$ cat src/rtl/vc_tx_scheduler.sv
// vc_tx_scheduler: credit-aware, packet-atomic round-robin scheduler for one
// NoC output link. Picks one valid and credited VC per cycle. After a packet
// head is accepted, the link is held on that VC until its last flit goes out.
module vc_tx_scheduler #(
    parameter int VC_W = 4,
    parameter int D_W  = 8,
    parameter int A_W  = 4,
    localparam int FW  = A_W + D_W + 1,
    localparam int LW  = (VC_W > 1) ? $clog2(VC_W) : 1
) (
    input  logic                 clk,
    input  logic                 rst,
    input  logic [VC_W-1:0]      s_v,
    input  logic [VC_W*FW-1:0]   s_d,
    output logic [VC_W-1:0]      s_b,
    output logic [VC_W-1:0]      m_v,
    output logic [FW-1:0]        m_d,
    input  logic [VC_W-1:0]      m_b,
    output logic                 o_locked,
    output logic [LW-1:0]        o_lock_vc
);

    typedef enum logic {
        IDLE   = 1'b0,
        LOCKED = 1'b1
    } state_t;

    state_t          state_reg;
    logic [LW-1:0]   rr_ptr_reg;
    logic [LW-1:0]   lock_vc_reg;

    logic [FW-1:0]   word [VC_W];
    logic [VC_W-1:0] elig;
    logic            found;
    logic [LW-1:0]   grant;
    int              idx;
    logic            xfer;
    logic            last;

    // Per-VC flit words and eligibility (valid and credited).
    generate
        for (genvar gi = 0; gi < VC_W; gi++) begin : g_unpack
            assign word[gi] = s_d[gi*FW +: FW];
            assign elig[gi] = s_v[gi] & ~m_b[gi];
        end
    endgenerate

    // Round-robin search starting at rr_ptr, wrapping modulo VC_W.
    always_comb begin
        idx   = 0;
        found = 1'b0;
        grant = '0;
        for (int i = 0; i < VC_W; i++) begin
            idx = int'(rr_ptr_reg) + i;
            if (idx >= VC_W) begin
                idx = idx - VC_W;
            end
            if (!found && elig[idx]) begin
                found = 1'b1;
                grant = LW'(idx);
            end
        end
    end

    // Output mux: free grant in IDLE, locked VC only while LOCKED; reset forces
    // a quiet link with every source stalled.
    always_comb begin
        m_v = '0;
        s_b = '1;
        m_d = word[rr_ptr_reg];
        if (state_reg == LOCKED) begin
            m_d = word[lock_vc_reg];
            if (!rst) begin
                s_b[lock_vc_reg] = m_b[lock_vc_reg];
                m_v[lock_vc_reg] = elig[lock_vc_reg];
            end
        end else if (found) begin
            m_d = word[grant];
            if (!rst) begin
                m_v = VC_W'(1) << grant;
                s_b = ~m_v;
            end
        end
    end

    // m_v already excludes backpressured VCs, so any set bit is a transfer.
    assign xfer = |m_v;
    assign last = m_d[FW-1];

    // Next-pointer helper: wraps at VC_W so non-power-of-two counts work.
    function automatic logic [LW-1:0] rr_inc(input logic [LW-1:0] v);
        if (int'(v) >= VC_W - 1) begin
            return '0;
        end
        return v + LW'(1);
    endfunction

    // Packet-lock FSM and round-robin pointer.
    always_ff @(posedge clk) begin
        if (rst) begin
            state_reg   <= IDLE;
            rr_ptr_reg  <= '0;
            lock_vc_reg <= '0;
        end else begin
            case (state_reg)
                IDLE: begin
                    if (xfer) begin
                        if (last) begin
                            rr_ptr_reg <= rr_inc(grant);
                        end else begin
                            state_reg   <= LOCKED;
                            lock_vc_reg <= grant;
                        end
                    end
                end
                LOCKED: begin
                    if (xfer && last) begin
                        state_reg  <= IDLE;
                        rr_ptr_reg <= rr_inc(lock_vc_reg);
                    end
                end
                default: state_reg <= IDLE;
            endcase
        end
    end

    assign o_locked  = (state_reg == LOCKED) & ~rst;
    assign o_lock_vc = lock_vc_reg;

`ifndef SYNTHESIS
    // Link-protocol invariants.
    a_onehot : assert property (@(posedge clk) disable iff (rst) $onehot0(m_v));
    a_credit : assert property (@(posedge clk) disable iff (rst) (m_v & m_b) == '0);
    a_lock   : assert property (@(posedge clk) disable iff (rst)
                   (state_reg == LOCKED) |-> ((m_v & ~(VC_W'(1) << lock_vc_reg)) == '0));
    a_known  : assert property (@(posedge clk) disable iff (rst)
                   !$isunknown(m_v) && !$isunknown(s_b));
`endif

endmodule
$ cat config.mk
export PLATFORM = sky130hd
export DESIGN_NAME = vc_tx_scheduler
export DESIGN_NICKNAME = d
export VERILOG_FILES = /design/src/rtl/vc_tx_scheduler.sv
export SDC_FILE = /design/constraint.sdc
export NUM_CORES = 1
export LEC_CHECK = 0
export ABC_AREA = 1
export BUFFER_PORTS_ARGS = -buffer_cell sky130_fd_sc_hd__clkbuf_2
export CORE_MARGIN = 4
export CORE_UTILIZATION = 30
export CTS_BUF_LIST = sky130_fd_sc_hd__clkbuf_8
export DETAILED_ROUTE_END_ITERATION = 10
export PLACE_DENSITY = 0.56
export SLEW_MARGIN = 40
export SYNTH_ARGS = -nofsm -noshare
export SYNTH_HDL_FRONTEND = slang
export SYNTH_SLANG_ARGS = --single-unit
export TNS_END_PERCENT = 5
$ cat constraint.sdc
create_clock -name clk -period 4.6 [get_ports clk]
set_clock_uncertainty 0.1 [all_clocks]
set_input_delay 1.15 -clock clk [delete_from_list [all_inputs] [get_ports clk]]
set_output_delay 1.15 -clock clk [all_outputs]
set_load 0.005 [all_outputs]
==> reports/results.ini, run 1 <==
[global_routing]
grt_pass1_vias=2779
antenna_found_initial=0
grt_overflow=0
grt_pass1_wl_mm=13.8
grt_usage=0.191
grt_max_degree=33

[drt]
viasPerCell=5.35
drt-total-wl_mm=8.78
wire_per_inst_um=15.0
ant_nets=0
dr.first_iter.drc_count=192
firstDrtPassIters=5
drc_errors=0
vias=3138

[sta]
finalCritPeriodShare=0.943
holdWs_ps=676
worst_pin_slew_ps=693
min_period_ps=4340
relSlewSlack=0.537
slew_viol_final=0
setup_viol=0
fmax_ghz=0.231
grt_setup_unrepaired=false
timing.final.ws_setup_ps=263
finalHoldViolCount=0
finalSetupTns_ps=0

[synthesis]
synth.distinct_cells=37
synth.avg_cell_area_um2=5.23
syn-num-nets=483
ys_seq_elements=5
synth-seq-area-share=0.0460
synth_area_um2=2170
ys.flop_type=dfxtp_1
synthCells=416
synth-edff-count=0
async_flop_share=0
ys_warn_count=0

[worst_setup_path]
cp_top_family=simple AND/OR/NAND/NOR gates
start_kind=input pin
crit_top_cell=nand2_1
crit_type=input pin to output port
crit_slowest_cell=buf_4
crit_chain=clkbuf_2, inv_1, nand3_1, nand2_1, nand2_1, nand2_2, nand4_1, nor2_1, nor2_4, buf_4, nand2_1, inv_4, a21oi_1, o21ai_0, a21o_1, clkbuf_2
slowest_delay_ps=200
worstPathMaxFanout=17
crit_required_ps=3350
end_kind=output port
crit_buf_inv=5
cp.arrival_ps=3090

[place]
routabilityCongestion=0.875
placed_area_um2=2670
dp_hpwl_mm=6.46
dp_slack_ps=186
portBuffers=85

[power_and_ir_drop]
p_clk_frac=0.033
power.net_switching_mw=1.49
pwr-share-seq=0.039
netSwitchingFraction=0.614
worst_ir_drop_vdd_mv=0.341
p_int_mw=0.940
comb_power_share=0.928
power_density_nw_per_um2=893
total_leakage_power_nw=1.46

[cells_and_area]
insertedDiodeCount=0
fin_area_um2=2720
area_delta_synth_final_pct=25.3
nNetsFinal=558
drive_gt1_frac=0.261

[floorplan]
die_x_um=93.1
start_util=0.315
rows=30
core_um2=6910
dieHeight_um=93.1
die-area_um2=8680
pin_count=86

[clock_tree]
clock_latency_ps=230
clkSinkCount=5
clk_path_buf_depth=2
cts_setup_buffers=0
cts.clk_slew.worst_paths_ps=40
cts_hold_buffers=0
cts_inserted_buffers=3
root_buffer=clkbuf_8
cts_tree=yes
htree_levels=1

[hold_path]
hold_class=register to register

[job]
cap_viol_max_count=0

[outcome]
status=finished, final reports clean

[synthesized netlist by cell type, types with 2 or more instances]
cell      count  share of area
nand2_1     106           0.18
a21oi_1      52           0.12
o21ai_0      46           0.11
inv_1        43          0.074
nand3_1      35          0.081
nor2_1       23          0.040
clkbuf_1     16          0.028
nand2_2      11          0.032
o21ai_1      10          0.023
o221ai_1     10          0.040
a41oi_1       7          0.028
nand3_2       7          0.032
dfxtp_1       5          0.046
ha_1          5          0.029
a21o_1        4          0.014
buf_2         4         0.0092
o22ai_1       4          0.012
a221oi_1      3          0.012
inv_2         3         0.0052
a32oi_1       2         0.0081
buf_6         2          0.010
nand2_4       2          0.010
nor2_2        2         0.0058
[repair_timing]
item / CTS / global route
endpoints found under the hold margin: 0 / 0
setup endpoints to repair: 0 / 7
gates resized for setup: 0 / 2
[cell families (layout without fill, tap and decap cells)]
group,count (synthesis),after routing,share of synthesized area
compound gates,142,142,0.377
fa+ha+maj,5,5,0.0288
simple gates,192,192,0.411
flops,5,5,0.0460
buf+inv,72,146,0.138
[metrics by stage]
step | instances | power, mW | util
after global placement | 582 | 2.31 | 0.387
after CTS | 586 | 2.41 | 0.394
final | 586 | 2.43 | 0.394
after floorplan | 416 | 1.66 | -
after global routing | 586 | 2.71 | 0.394
after detailed placement | 582 | 2.32 | 0.387
[area by class of cell]
type	count	area, um^2
clock inverter	1	3.75
tap	96	120
timing repair buffer	94	493
inverter	48	188
fill	814	4180
multi-input combinational	339	1780
clock buffer	3	41.3
sequential	5	100
[worst paths after layout]
check	from	to	slack, ps	cells after the start
max	m_b[2]	m_d[7]	260	16
max reg2reg	rr_ptr_reg[0]$_SDFFE_PP0P_	o_lock_vc[1]$_SDFFE_PP0P_	1790	17
min reg2reg	rr_ptr_reg[1]$_SDFFE_PP0P_	rr_ptr_reg[1]$_SDFFE_PP0P_	680	4
min	rr_ptr_reg[1]$_SDFFE_PP0P_	rr_ptr_reg[1]$_SDFFE_PP0P_	680	4
[layout by cell type, fill, tap and decap left out]
cell type	n
a21o_1	4
a21oi_1	52
a221oi_1	3
a31oi_1	1
a32oi_1	2
a41oi_1	7
and2_1	1
buf_4	9
clkbuf_2	85
clkbuf_8	3
clkinv_1	1
dfxtp_1	5
ha_1	5
inv_1	44
inv_2	2
inv_4	1
inv_6	1
nand2_1	105
nand2_2	12
nand2_4	2
nand3_1	35
nand3_2	7
nand3b_1	1
nand4_1	1
nand4_2	1
nor2_1	23
nor2_2	2
nor2_4	1
nor3_4	1
o211ai_1	1
o21ai_0	46
o21ai_1	10
o21ai_2	1
o221ai_1	10
o22ai_1	4
o32ai_1	1
[metal layers]
metal	routed length, um	vias to the layer above	track usage
met1	4060	1418	0.267
met5	0	-	0
met2	4050	134	0.317
li1	-	1577	-
met3	586	9	0.0177
met4	85	0	0.0415
[worst reg2reg max path, cell delays in order, from the launching register on]
cell and delay (ps):
dfxtp_1 660, inv_6 110, nand2_2 210, nand2_4 100, nand2_1 80, nand2_1 80
nand3_1 120, and2_1 160, nand3_2 150, ha_1 270, nand2_1 70, nand2_1 70
nor2_1 130, nand2_2 90, nand2_1 130, nand2_1 60, nand2_1 80, nor2_1 40
[power by group through the flow]
stage | combinational, mW | sequential (mW) | clock, mW
6_report | 2.26 | 0.0944 | 0.0806
5_1_grt | 2.52 | 0.0989 | 0.0865
4_1_cts | 2.24 | 0.0942 | 0.0819
3_5_place_dp | 2.22 | 0.0948 | 0
3_3_place_gp | 2.21 | 0.0952 | 0
2_1_floorplan | 1.58 | 0.0805 | 0
Power figures use the tool's default switching activity.
==> run 2: changes to the inputs <==
- CORE_UTILIZATION: 30 -> 50
- PLACE_DENSITY: 0.56 -> 0.84
- SKIP_CTS_REPAIR_TIMING: default -> 1
==> run 2 against run 1 <==
  * Critical path depth decreased by 1
  * Hold slack got worse by 15 ps
  * First-iteration DRC count grew 130%
  * Combinational power about the same
  * Clock power fell by 4.1%
  * Global-route usage is 9.4 points higher
  * Sequential power decreased by 2.9%
  * Largest power group unchanged
==> reports/results.ini, run 2 (same netlist as run 1, synthesis figures left out) <==
[worst_setup_path]
crit_slowest_cell=nand2_1
slowest_delay_ps=380  ; +180 ps
end_kind=output port
cp_top_family=simple AND/OR/NAND/NOR gates
crit_required_ps=3350  ; about the same
crit_top_cell=nand3_1
worstPathMaxFanout=12  ; -5
cp.arrival_ps=3180  ; +90 ps
start_kind=input pin
crit_buf_inv=3  ; -2
crit_chain=clkbuf_2, inv_1, nand3_1, nand3_1, nand2_2, nand3_1, nor2_1, nor2_1, nand2_2, nand2_1, o21ai_0, a21oi_1, o21ai_1, a21o_1, clkbuf_2
crit_type=input pin to output port

[place]
portBuffers=85  ; unchanged
placed_area_um2=2620  ; -2.2%
routabilityCongestion=0.989  ; +13%
dp_hpwl_mm=5.82  ; -9.9%

[floorplan]
die_x_um=74.0  ; -21%
die-area_um2=5470  ; -37%
dieHeight_um=74.0  ; -21%
core_um2=4120  ; -40%
start_util=0.528  ; +0.214
rows=23  ; -23%
pin_count=86  ; unchanged

[sta]
finalCritPeriodShare=0.964  ; +0.0210
slew_viol_final=0  ; unchanged
finalSetupTns_ps=0  ; unchanged
grt_setup_unrepaired=false
setup_viol=0  ; unchanged
finalHoldViolCount=0  ; unchanged
fmax_ghz=0.226  ; -2.2%
worst_pin_slew_ps=686  ; -7.62 ps
relSlewSlack=0.542  ; +0.00509
min_period_ps=4430  ; +96.8 ps

[drt]
viasPerCell=6.22  ; +16%
vias=3361  ; +7.1%
wire_per_inst_um=14.8  ; -1.1%
drc_errors=0  ; unchanged
dr.first_iter.drc_count=435  ; +130%
firstDrtPassIters=5  ; unchanged
ant_nets=0  ; unchanged
drt-total-wl_mm=8.00  ; -8.9%

[cells_and_area]
area_delta_synth_final_pct=22.4
layout_commonest_cell=nand2_1
fin_area_um2=2660  ; -2.3%
layout_common_cells=nand2_1 (106), clkbuf_2 (85), a21oi_1 (52), o21ai_0 (46), inv_1 (44)
nNetsFinal=558  ; unchanged
insertedDiodeCount=0  ; unchanged
drive_gt1_frac=0.259  ; -0.00204

[clock_tree]
cts_tree=yes
clk_path_buf_depth=2  ; unchanged
root_buffer=clkbuf_8
clock_latency_ps=220  ; about the same
cts_inserted_buffers=3  ; unchanged
htree_levels=1  ; unchanged
cts.clk_slew.worst_paths_ps=30  ; about the same
clkSinkCount=5  ; unchanged

[job]
cap_viol_max_count=0  ; unchanged

[power_and_ir_drop]
total_leakage_power_nw=1.46  ; about the same
total_power_mw=2.40  ; -1.3%
power_density_nw_per_um2=902  ; +0.98%
worst_ir_drop_vdd_mv=0.480  ; +41%

[global_routing]
grt_max_degree=33  ; unchanged
grt_pass1_vias=3015  ; +8.5%
grt_overflow=0  ; unchanged
grt_pass1_wl_mm=13.0  ; -6.1%
antenna_found_initial=0  ; unchanged
grt_usage=0.285  ; +0.0943

[outcome]
status=finished, final reports clean

[hold_path]
hold_class=register to register

## run 2: final cells by class
class,instances,area [um^2]
Tap cell,50,62.6
Fill cell,397,1450
Clock buffer,3,41.3
Multi-Input combinational cell,339,1780
Sequential cell,5,100
Clock inverter,1,3.75
Timing Repair Buffer,94,493
Inverter,48,185
## run 2: layer usage
metal / vias up / wire (um) / track usage
li1: 1574 / - / -
met1: 1470 / 3280 / 0.385
met2: 287 / 3590 / 0.469
met3: 30 / 951 / 0.0392
met4: 0 / 173 / 0.0885
met5: - / 0 / 0
## run 2: tightest hold or removal path, delay by kind of cell (launching register included)
| kind | cells | cell delay, ps |
|---|---|---|
| buffers and inverters | 1 | 180 |
| AND/OR/NAND/NOR | 3 | 160 |
| flip-flops | 1 | 370 |
## run 2: metrics by stage
step	hold WS (ps)	setup slack [ps]	util	std cells
5_1_grt	688	4.78	0.647	540
3_5_place_dp	645	232	0.636	536
3_3_place_gp	646	319	0.636	536
2_1_floorplan	569	724	-	416
6_report	661	167	0.647	540
4_1_cts	651	228	0.647	540
## run 2: power breakdown
group	leakage, nW	internal (mW)	switching, mW
clock network	0.0269	0.0571	0.0202
registers	0.0410	0.0634	0.0284
logic	1.39	0.813	1.42
## run 2: path summary, 6_finish.rpt
check                                                 from                    endpoint  slack [ps]  cells past startpoint
worst max-delay path                                m_b[1]                      m_d[0]         170                     15
worst min-delay path            rr_ptr_reg[1]$_SDFFE_PP0P_  rr_ptr_reg[1]$_SDFFE_PP0P_         660                      4
worst max register to register  rr_ptr_reg[0]$_SDFFE_PP0P_   o_lock_vc[1]$_SDFFE_PP0P_        1840                     15
worst min register to register  rr_ptr_reg[1]$_SDFFE_PP0P_  rr_ptr_reg[1]$_SDFFE_PP0P_         660                      4
==> run 3: changes to the inputs <==
- CTS_BUF_LIST: sky130_fd_sc_hd__clkbuf_8 -> default
- REMOVE_ABC_BUFFERS: default -> 1
==> run 3 against run 2 <==
  * Cell count down 0.37%
  * Clock power up 4.0%
  * Critical path depth unchanged
  * Sequential share of layout area about the same
  * Via count down 5.3%
==> reports/results.ini, run 3 (same netlist as run 1, synthesis figures left out) <==
[outcome]
status=finished, final reports clean

[global_routing]
met2_usage=0.449  ; -0.0207
grt_pass1_wl_mm=12.2  ; -5.9%
antenna_found_initial=0  ; unchanged
grt_usage=0.268  ; -0.0174
grt_use_met1=0.366  ; -0.0191
grt_busiest_layer=met2
grtUsageMet3=0.0243  ; -0.0149
grt_overflow=0  ; unchanged
grt_max_degree=36  ; +9.1%
grt_pass1_vias=2785  ; -7.6%

[place]
routabilityCongestion=0.895  ; -9.4%
dp_slack_ps=220  ; -11.6 ps
portBuffers=85  ; unchanged
dp_hpwl_mm=5.58  ; -4.0%

[cells_and_area]
layout_commonest_cell=nand2_1
nNetsFinal=556  ; -0.36%
drive_gt1_frac=0.260  ; +0.00106
fill_cells=408  ; +2.8%
insertedDiodeCount=0  ; unchanged
area_delta_synth_final_pct=21.8
layout_common_cells=nand2_1 (105), clkbuf_2 (85), a21oi_1 (52), o21ai_0 (46), inv_1 (42)

[power_and_ir_drop]
p_clk_frac=0.034  ; +0.002
total_power_mw=2.36  ; -1.6%
pwr-share-seq=0.040  ; +0.002
netSwitchingFraction=0.608  ; -0.00267
total_leakage_power_nw=1.45  ; -0.90%
comb_power_share=0.926  ; -0.004
worst_ir_drop_vdd_mv=0.433  ; -9.7%
p_int_mw=0.925  ; -0.96%
power.net_switching_mw=1.44  ; -2.1%
power_density_nw_per_um2=891  ; -1.2%

[drt]
drt-total-wl_mm=7.63  ; -4.5%
firstDrtPassIters=5  ; unchanged
ant_nets=0  ; unchanged
drc_errors=0  ; unchanged
vias=3184  ; -5.3%
dr.first_iter.drc_count=432  ; -0.69%
viasPerCell=5.92  ; -4.9%
wire_per_inst_um=14.2  ; -4.2%

[sta]
finalSetupTns_ps=0  ; unchanged
holdWs_ps=683  ; +22.0 ps
fmax_ghz=0.229  ; +1.5%
relSlewSlack=0.552  ; +0.0101
slew_viol_final=0  ; unchanged
finalHoldViolCount=0  ; unchanged
min_period_ps=4370  ; -65.8 ps
worst_pin_slew_ps=671  ; -15.2 ps
setup_viol=0  ; unchanged
timing.final.ws_setup_ps=232  ; +65.8 ps
finalCritPeriodShare=0.949  ; -0.0143
grt_setup_unrepaired=false

[worst_setup_path]
end_kind=output port
crit_type=input pin to output port
crit_required_ps=3350  ; about the same
start_kind=input pin
worstPathMaxFanout=21  ; +9
cp.arrival_ps=3120  ; -60 ps

[floorplan]
core_um2=4120  ; unchanged
die-area_um2=5470  ; unchanged
die_x_um=74.0  ; unchanged
dieHeight_um=74.0  ; unchanged
rows=23  ; unchanged
pin_count=86  ; unchanged
start_util=0.528  ; unchanged

[clock_tree]
clkSinkCount=5  ; unchanged
clk_path_buf_depth=2  ; unchanged
root_buffer=clkbuf_8
cts.clk_slew.worst_paths_ps=40  ; about the same
cts_inserted_buffers=3  ; unchanged
cts_tree=yes
htree_levels=1  ; unchanged
clock_latency_ps=220  ; about the same

[hold_path]
hold_class=register to register

[job]
cap_viol_max_count=0  ; unchanged

[run 3: changes by cell type in the layout (fill, tap and decap cells not counted)]
cell | before | now
clkbuf_1 | 0 | 1
nand2_1 | 106 | 105
inv_2 | 3 | 4
buf_4 | 9 | 7
inv_1 | 44 | 42
nand2_2 | 11 | 12
[run 3: worst max-delay path, cell delays in order]
cell and delay (ps):
clkbuf_2 80, inv_1 100, nand3_1 120, nand3_1 170, nand2_2 120, nand3_1 130
nand3_1 100, nand2_1 140, buf_4 240, nand2_1 90, inv_2 220, a21oi_1 100
o21ai_0 80, a21o_1 150, clkbuf_2 110
[run 3: metrics by stage]
step | instance area [um^2] | std cells | util
floorplan | 2060 | 392 | -
global placement | 2600 | 534 | 0.632
detailed placement | 2600 | 534 | 0.632
CTS | 2650 | 538 | 0.643
global route | 2650 | 538 | 0.644
finish | 2650 | 538 | 0.644
[run 3: area by class of cell]
| type | count | area [um^2] | area share |
|---|---|---|---|
| multi-input combinational | 339 | 1780 | 0.671 |
| timing repair buffer | 92 | 478 | 0.180 |
| inverter | 48 | 185 | 0.0699 |
| sequential | 5 | 100 | 0.0378 |
| tap | 50 | 62.6 | 0.0236 |
| clock buffer | 4 | 45.0 | 0.0170 |
[run 3: power by group through the flow]
stage / clock (mW) / combinational [mW] / sequential [mW]
after global placement: 0 / 2.09 / 0.0908
after detailed placement: 0 / 2.13 / 0.0928
after global routing: 0.0864 / 2.44 / 0.0967
after floorplan: 0 / 1.42 / 0.129
final: 0.0804 / 2.19 / 0.0934
after CTS: 0.0806 / 2.14 / 0.0922
[run 3: path summary, 6_finish.rpt]
check                              from  depth (start not counted)  slack (ps)                          to
max                              m_b[1]                         15         230                      m_d[7]
min          rr_ptr_reg[1]$_SDFFE_PP0P_                          4         680  rr_ptr_reg[1]$_SDFFE_PP0P_
max reg2reg  rr_ptr_reg[0]$_SDFFE_PP0P_                         18        1800   o_lock_vc[0]$_SDFFE_PP0P_
min reg2reg  rr_ptr_reg[1]$_SDFFE_PP0P_                          4         680  rr_ptr_reg[1]$_SDFFE_PP0P_
[run 3: routing by layer]
| layer | part of all wire | vias to the layer above |
|---|---|---|
| met5 | 0 | - |
| met4 | 0.010 | 0 |
| met3 | 0.099 | 14 |
| met2 | 0.48 | 209 |
| met1 | 0.41 | 1388 |
| li1 | - | 1573 |
